### config.mk
export PLATFORM = sky130hd
export DESIGN_NAME = fft_input_loader
export DESIGN_NICKNAME = d
export VERILOG_FILES = /design/src/rtl/fft_input_loader.sv
export SDC_FILE = /design/constraint.sdc
export NUM_CORES = 1
export LEC_CHECK = 0
export ABC_AREA = 1
export CORE_MARGIN = 2
export CORE_UTILIZATION = 51
export DETAILED_ROUTE_END_ITERATION = 8
export GPL_TIMING_DRIVEN = 0
export PLACE_DENSITY = 0.75
export SYNTH_ARGS = -nofsm -noshare
export SYNTH_HDL_FRONTEND = slang
export SYNTH_SLANG_ARGS = --single-unit
### constraint.sdc
create_clock -name clk -period 3 [get_ports clk]
set_input_delay 0.3 -clock clk [delete_from_list [all_inputs] [get_ports clk]]
set_output_delay 0.3 -clock clk [all_outputs]
set_load 0.1 [all_outputs]
### src/rtl/fft_input_loader.sv
// Serial-to-parallel frame loader for the 32-point FFT front end.
// Samples fill two ping-pong banks; a completed bank is presented as 32 parallel words.
module fft_input_loader #(
    parameter int DATA_WIDTH = 8,
    parameter int INTEGER    = 4,
    parameter int FRACTION   = 4
) (
    input  logic                  clk,
    input  logic                  reset,
    input  logic                  in_valid,
    output logic                  in_ready,
    input  logic [DATA_WIDTH-1:0] in_data,
    input  logic                  in_last,
    output logic                  out_valid,
    input  logic                  out_ready,
    output logic [DATA_WIDTH-1:0] out0_real,
    output logic [DATA_WIDTH-1:0] out1_real,
    output logic [DATA_WIDTH-1:0] out2_real,
    output logic [DATA_WIDTH-1:0] out3_real,
    output logic [DATA_WIDTH-1:0] out4_real,
    output logic [DATA_WIDTH-1:0] out5_real,
    output logic [DATA_WIDTH-1:0] out6_real,
    output logic [DATA_WIDTH-1:0] out7_real,
    output logic [DATA_WIDTH-1:0] out8_real,
    output logic [DATA_WIDTH-1:0] out9_real,
    output logic [DATA_WIDTH-1:0] out10_real,
    output logic [DATA_WIDTH-1:0] out11_real,
    output logic [DATA_WIDTH-1:0] out12_real,
    output logic [DATA_WIDTH-1:0] out13_real,
    output logic [DATA_WIDTH-1:0] out14_real,
    output logic [DATA_WIDTH-1:0] out15_real,
    output logic [DATA_WIDTH-1:0] out16_real,
    output logic [DATA_WIDTH-1:0] out17_real,
    output logic [DATA_WIDTH-1:0] out18_real,
    output logic [DATA_WIDTH-1:0] out19_real,
    output logic [DATA_WIDTH-1:0] out20_real,
    output logic [DATA_WIDTH-1:0] out21_real,
    output logic [DATA_WIDTH-1:0] out22_real,
    output logic [DATA_WIDTH-1:0] out23_real,
    output logic [DATA_WIDTH-1:0] out24_real,
    output logic [DATA_WIDTH-1:0] out25_real,
    output logic [DATA_WIDTH-1:0] out26_real,
    output logic [DATA_WIDTH-1:0] out27_real,
    output logic [DATA_WIDTH-1:0] out28_real,
    output logic [DATA_WIDTH-1:0] out29_real,
    output logic [DATA_WIDTH-1:0] out30_real,
    output logic [DATA_WIDTH-1:0] out31_real,
    output logic                  frame_err
);

    localparam int N = 32;

    // Q-format bookkeeping only; an empty marker block flags an inconsistent format in the hierarchy.
    if (INTEGER + FRACTION > DATA_WIDTH) begin : g_qformat_wider_than_word
    end

    logic [DATA_WIDTH-1:0] bank_reg [2][N];
    logic [4:0]            wr_idx_reg, wr_idx_next;
    logic                  wr_bank_reg, wr_bank_next;
    logic                  rd_bank_reg, rd_bank_next;
    logic [1:0]            full_reg, full_next;
    logic                  frame_err_reg, frame_err_next;
    logic                  accept, store, drain;
    logic [DATA_WIDTH-1:0] frame_out [N];

    assign in_ready  = reset & ~full_reg[wr_bank_reg];
    assign out_valid = full_reg[rd_bank_reg];
    assign frame_err = frame_err_reg;
    assign accept    = in_valid & in_ready;
    assign drain     = out_valid & out_ready;
    // An early in_last sample is dropped together with the partial frame.
    assign store     = accept & ((wr_idx_reg == 5'd31) | ~in_last);

    always_comb begin
        wr_idx_next    = wr_idx_reg;
        wr_bank_next   = wr_bank_reg;
        rd_bank_next   = rd_bank_reg;
        full_next      = full_reg;
        frame_err_next = 1'b0;
        if (accept) begin
            if (wr_idx_reg == 5'd31) begin
                wr_idx_next             = 5'd0;
                full_next[wr_bank_reg]  = 1'b1;
                wr_bank_next            = ~wr_bank_reg;
                frame_err_next          = ~in_last;
            end else if (in_last) begin
                wr_idx_next    = 5'd0;
                frame_err_next = 1'b1;
            end else begin
                wr_idx_next = wr_idx_reg + 5'd1;
            end
        end
        // The drained bank is never the one being filled, so both updates can land together.
        if (drain) begin
            full_next[rd_bank_reg] = 1'b0;
            rd_bank_next           = ~rd_bank_reg;
        end
    end

    always_ff @(posedge clk) begin
        if (!reset) begin
            wr_idx_reg    <= 5'd0;
            wr_bank_reg   <= 1'b0;
            rd_bank_reg   <= 1'b0;
            full_reg      <= 2'b00;
            frame_err_reg <= 1'b0;
        end else begin
            wr_idx_reg    <= wr_idx_next;
            wr_bank_reg   <= wr_bank_next;
            rd_bank_reg   <= rd_bank_next;
            full_reg      <= full_next;
            frame_err_reg <= frame_err_next;
        end
    end

    // Bank storage is not reset; stale contents are hidden behind out_valid.
    always_ff @(posedge clk) begin
        if (store) begin
            bank_reg[wr_bank_reg][wr_idx_reg] <= in_data;
        end
    end

    for (genvar gi = 0; gi < N; gi++) begin : g_frame_out
        assign frame_out[gi] = out_valid ? bank_reg[rd_bank_reg][gi] : '0;
    end

    assign out0_real  = frame_out[0];
    assign out1_real  = frame_out[1];
    assign out2_real  = frame_out[2];
    assign out3_real  = frame_out[3];
    assign out4_real  = frame_out[4];
    assign out5_real  = frame_out[5];
    assign out6_real  = frame_out[6];
    assign out7_real  = frame_out[7];
    assign out8_real  = frame_out[8];
    assign out9_real  = frame_out[9];
    assign out10_real = frame_out[10];
    assign out11_real = frame_out[11];
    assign out12_real = frame_out[12];
    assign out13_real = frame_out[13];
    assign out14_real = frame_out[14];
    assign out15_real = frame_out[15];
    assign out16_real = frame_out[16];
    assign out17_real = frame_out[17];
    assign out18_real = frame_out[18];
    assign out19_real = frame_out[19];
    assign out20_real = frame_out[20];
    assign out21_real = frame_out[21];
    assign out22_real = frame_out[22];
    assign out23_real = frame_out[23];
    assign out24_real = frame_out[24];
    assign out25_real = frame_out[25];
    assign out26_real = frame_out[26];
    assign out27_real = frame_out[27];
    assign out28_real = frame_out[28];
    assign out29_real = frame_out[29];
    assign out30_real = frame_out[30];
    assign out31_real = frame_out[31];

endmodule

==> flow_summary_export.csv, run 1 <==
group,metric,value,unit
worst_setup_path,critPathArrivalTime,2.63,ns
worst_setup_path,crit_type,"primary input to output port",
synth,syn_area,21820,sq um
route,dr_total_vias,12710,
synth,yosysSeqAreaShare,0.7147,
sta,fmax,341.2,MHz
floorplanning,io_pins,272,
route,drt_iter0_drc,984,
synth,async_flop_share,0,
cells_and_area,syn2layout_area_growth,25.30,%
place,dp_hpwl,33200,um
sta,maxSlewViolCount,0,
global_routing,track_usage,0.2229,
clocking,clockRootBuffer,"clkbuf_16",
sta,hold_viol,0,
synth,synth_commonest_cells,"edfxtp_1 (512), nand2_1 (280), inv_1 (270), mux2_2 (256), buf_2 (54)",
route,drtAntennaViolNets,0,
place,place_inst,2337,
synth,synth-seq-cells,523,
floorplanning,coreArea,42130,sq um
sta,finalSetupViolations,0,
synth,synth_top_flop_cell,"edfxtp_1",
synth,yosysMostFrequentCell,"edfxtp_1",
hold_path,min-delay-start,"in_data[6]",
synth,yosys.area.top_type,"edfxtp_1",
synth,syn_avg_cell_area,14.36,sq um
synth,synth.distinct_cells,24,
worst_setup_path,rr_startpoint,"wr_idx_reg[0]$_SDFFE_PN0N_",
sta,period_share,0.9769,
sta,fin_crit,2.931,ns
sta,slew_headroom,0.02050,
cells_and_area,nets,1897,
synth,synth_edf_count,512,
cells_and_area,num_antenna_cells,0,
synth,synth_top_area_frac,0.7046,
worst_setup_path,worstPathRequired,2.70,ns
clocking,clk_path_buf_depth,3,
route,first_pass_iters,5,
worst_setup_path,cp_max_fo,10,
global_routing,grt_pass1_vias,12570,
sta,worst_slew_pin_slew,1.469,ns
place,placed_cell_area,25330,sq um
global_routing,grt_pass1_wl,73480,um
floorplanning,die_x,210.9,um
sta,grt_setup_unrepaired,"true",
synth,syn_inst,1520,
worst_setup_path,ff2ff_path_depth,11,
clocking,htreeDepth,2,
clocking,clk_pin_slew_worst_paths,0.06,ns
clocking,cts_buffers,50,
clocking,cts_tree,"built",
worst_setup_path,r2r_slack,0.13,ns
place,portBuffers,270,
clocking,cts.sinks,523,
worst_setup_path,crit_path_end_kind,"output port",
clocking,clk_latency,0.58,ns
synth,synthTopCellsByArea,"edfxtp_1 (70%), mux2_2 (13%), nand2_1 (4.8%), inv_1 (4.6%), nor3_2 (1.4%)",
global_routing,grt-ovfl-total,0,
worst_setup_path,reg2reg_to,"bank_reg[1][57]$_DFFE_PP_",
floorplanning,fp-row-count,75,
route,wire_per_inst,20.38,um
floorplanning,start_util,0.5179,
route,finalWirelength,50040,um
synth,synth_fp_nets,1540,
synth,ys_warn_count,0,
pwr,power.density,525.0,nW/um^2
hold_path,min_path_type,"primary input to flop",
worst_setup_path,startpoint_type,"primary input",
job,maxCapViolations,0,
hold_path,min_to,"bank_reg[0][110]$_DFFE_PP_",
floorplanning,die_h,210.9,um
cells_and_area,post-route-cell-area,27340,sq um
floorplanning,dieArea,44460,sq um
pwr,p_leak,11.61,nW
route,drc_errors,0,
cells_and_area,largest_reg_flops,512,
cells_and_area,drive_gt1_frac,0.4008,
outcome,outcome,"completed",
pwr,ir_drop,0.0004450,V
place,gp_congestion,0.8201,
global_routing,antenna_found_initial,0,
global_routing,grt_max_degree,45,
route,routed_via_density,5.176,
sta,skew,0.02096,ns
hold_path,min_path_cells,1,
cells_and_area,finalNonFillerCells,2455,
## layer usage
| layer | track usage | wire, um | share of wire |
|---|---|---|---|
| met1 | 0.3082 | 21330 | 0.43 |
| met2 | 0.3700 | 24630 | 0.49 |
| met3 | 0.03925 | 3197 | 0.064 |
| met4 | 0.05682 | 877 | 0.018 |
| met5 | 0 | 0 | 0 |
## how the worst max path moves through the flow
stage	end	startpoint	depth (start not counted)
floorplan	bank_reg[0][32]$_DFFE_PP_	wr_idx_reg[0]$_SDFFE_PN0N_	10
global placement	bank_reg[0][66]$_DFFE_PP_	wr_idx_reg[0]$_SDFFE_PN0N_	10
detailed placement	bank_reg[0][110]$_DFFE_PP_	wr_idx_reg[0]$_SDFFE_PN0N_	9
CTS	bank_reg[0][99]$_DFFE_PP_	wr_idx_reg[0]$_SDFFE_PN0N_	10
global route	bank_reg[1][57]$_DFFE_PP_	wr_idx_reg[0]$_SDFFE_PN0N_	11
finish	in_ready	reset	5
## metrics by stage
step / util / power (mW) / TNS, ns / setup WS (ns) / hold WS (ns)
2_1_floorplan: - / 8.250 / 0 / 0.2323 / 0.3989
3_3_place_gp: 0.5980 / 8.420 / -121.22 / -0.3220 / 0.4745
3_5_place_dp: 0.6011 / 8.430 / -83.45 / -0.4054 / 0.5063
4_1_cts: 0.6403 / 14.43 / -31.37 / -0.3357 / 0.1914
5_1_grt: 0.6489 / 14.72 / -0.2053 / -0.02458 / 0.2035
6_report: 0.6489 / 14.35 / 0 / 0.06919 / 0.2141
## final cells by class
type / instances / area [sq um]
inverter: 272 / 1023
clock buffer: 63 / 1364
multi-input combinational: 655 / 5264
sequential: 523 / 15600
fill: 3034 / 14790
tap: 539 / 674.4
clock inverter: 28 / 215.2
buffer: 70 / 395.4
timing repair buffer: 305 / 2810
## power by group
group	switching, mW	internal (mW)
registers	0.00535	8.02
logic	0.203	0.0595
clock network	2.59	3.47
total	2.80	11.6
## logic make-up after synthesis
logic type | synth area share
muxes | 0.1321
buffers and inverters | 0.06416
DFF | 0.7147
and+or+nand+nor | 0.08303
adders and majority gates | 0.004014
AOI/OAI and AO/OA | 0.002007
## repair_timing
action | in CTS | in global routing
resized for setup | 1022 | 204
hold buffers | 1 | 0
setup buffers | 0 | 26
cloned | 0 | 0
endpoints found under the hold margin | 1 | 0
endpoints found under the setup margin | 729 | 596
pin swaps | 0 | 25
## placed cells by master (no fill, tap or decap), drive strengths merged
cell	n
a21oi	5
bufinv	3
dlygate4sd3	1
nand3	11
clkdlybuf4s50	5
edfxtp	512
buf	212
clkbuf	107
clkdlybuf4s18	41
mux2	256
nand2	283
clkinvlp	2
ha	7
o21ai	3
nor3	60
clkdlybuf4s15	72
dfxtp	11
inv	272
nor2	24
nand4	6
clkinv	23
## worst max-delay path, stage by stage
cell	delay [ns]
dlygate4sd3_1	0.56
buf_4	0.20
nand2_2	0.11
nor2_8	0.19
clkdlybuf4s50_1	1.25
No activity file was read; power rests on OpenSTA's default activity.
==> run 2, diff against run 1 <==
- HOLD_SLACK_MARGIN: default -> 0.15
==> results of run 2 <==
Same layout as run 1: the final DEF is identical, and so are final timing and power.
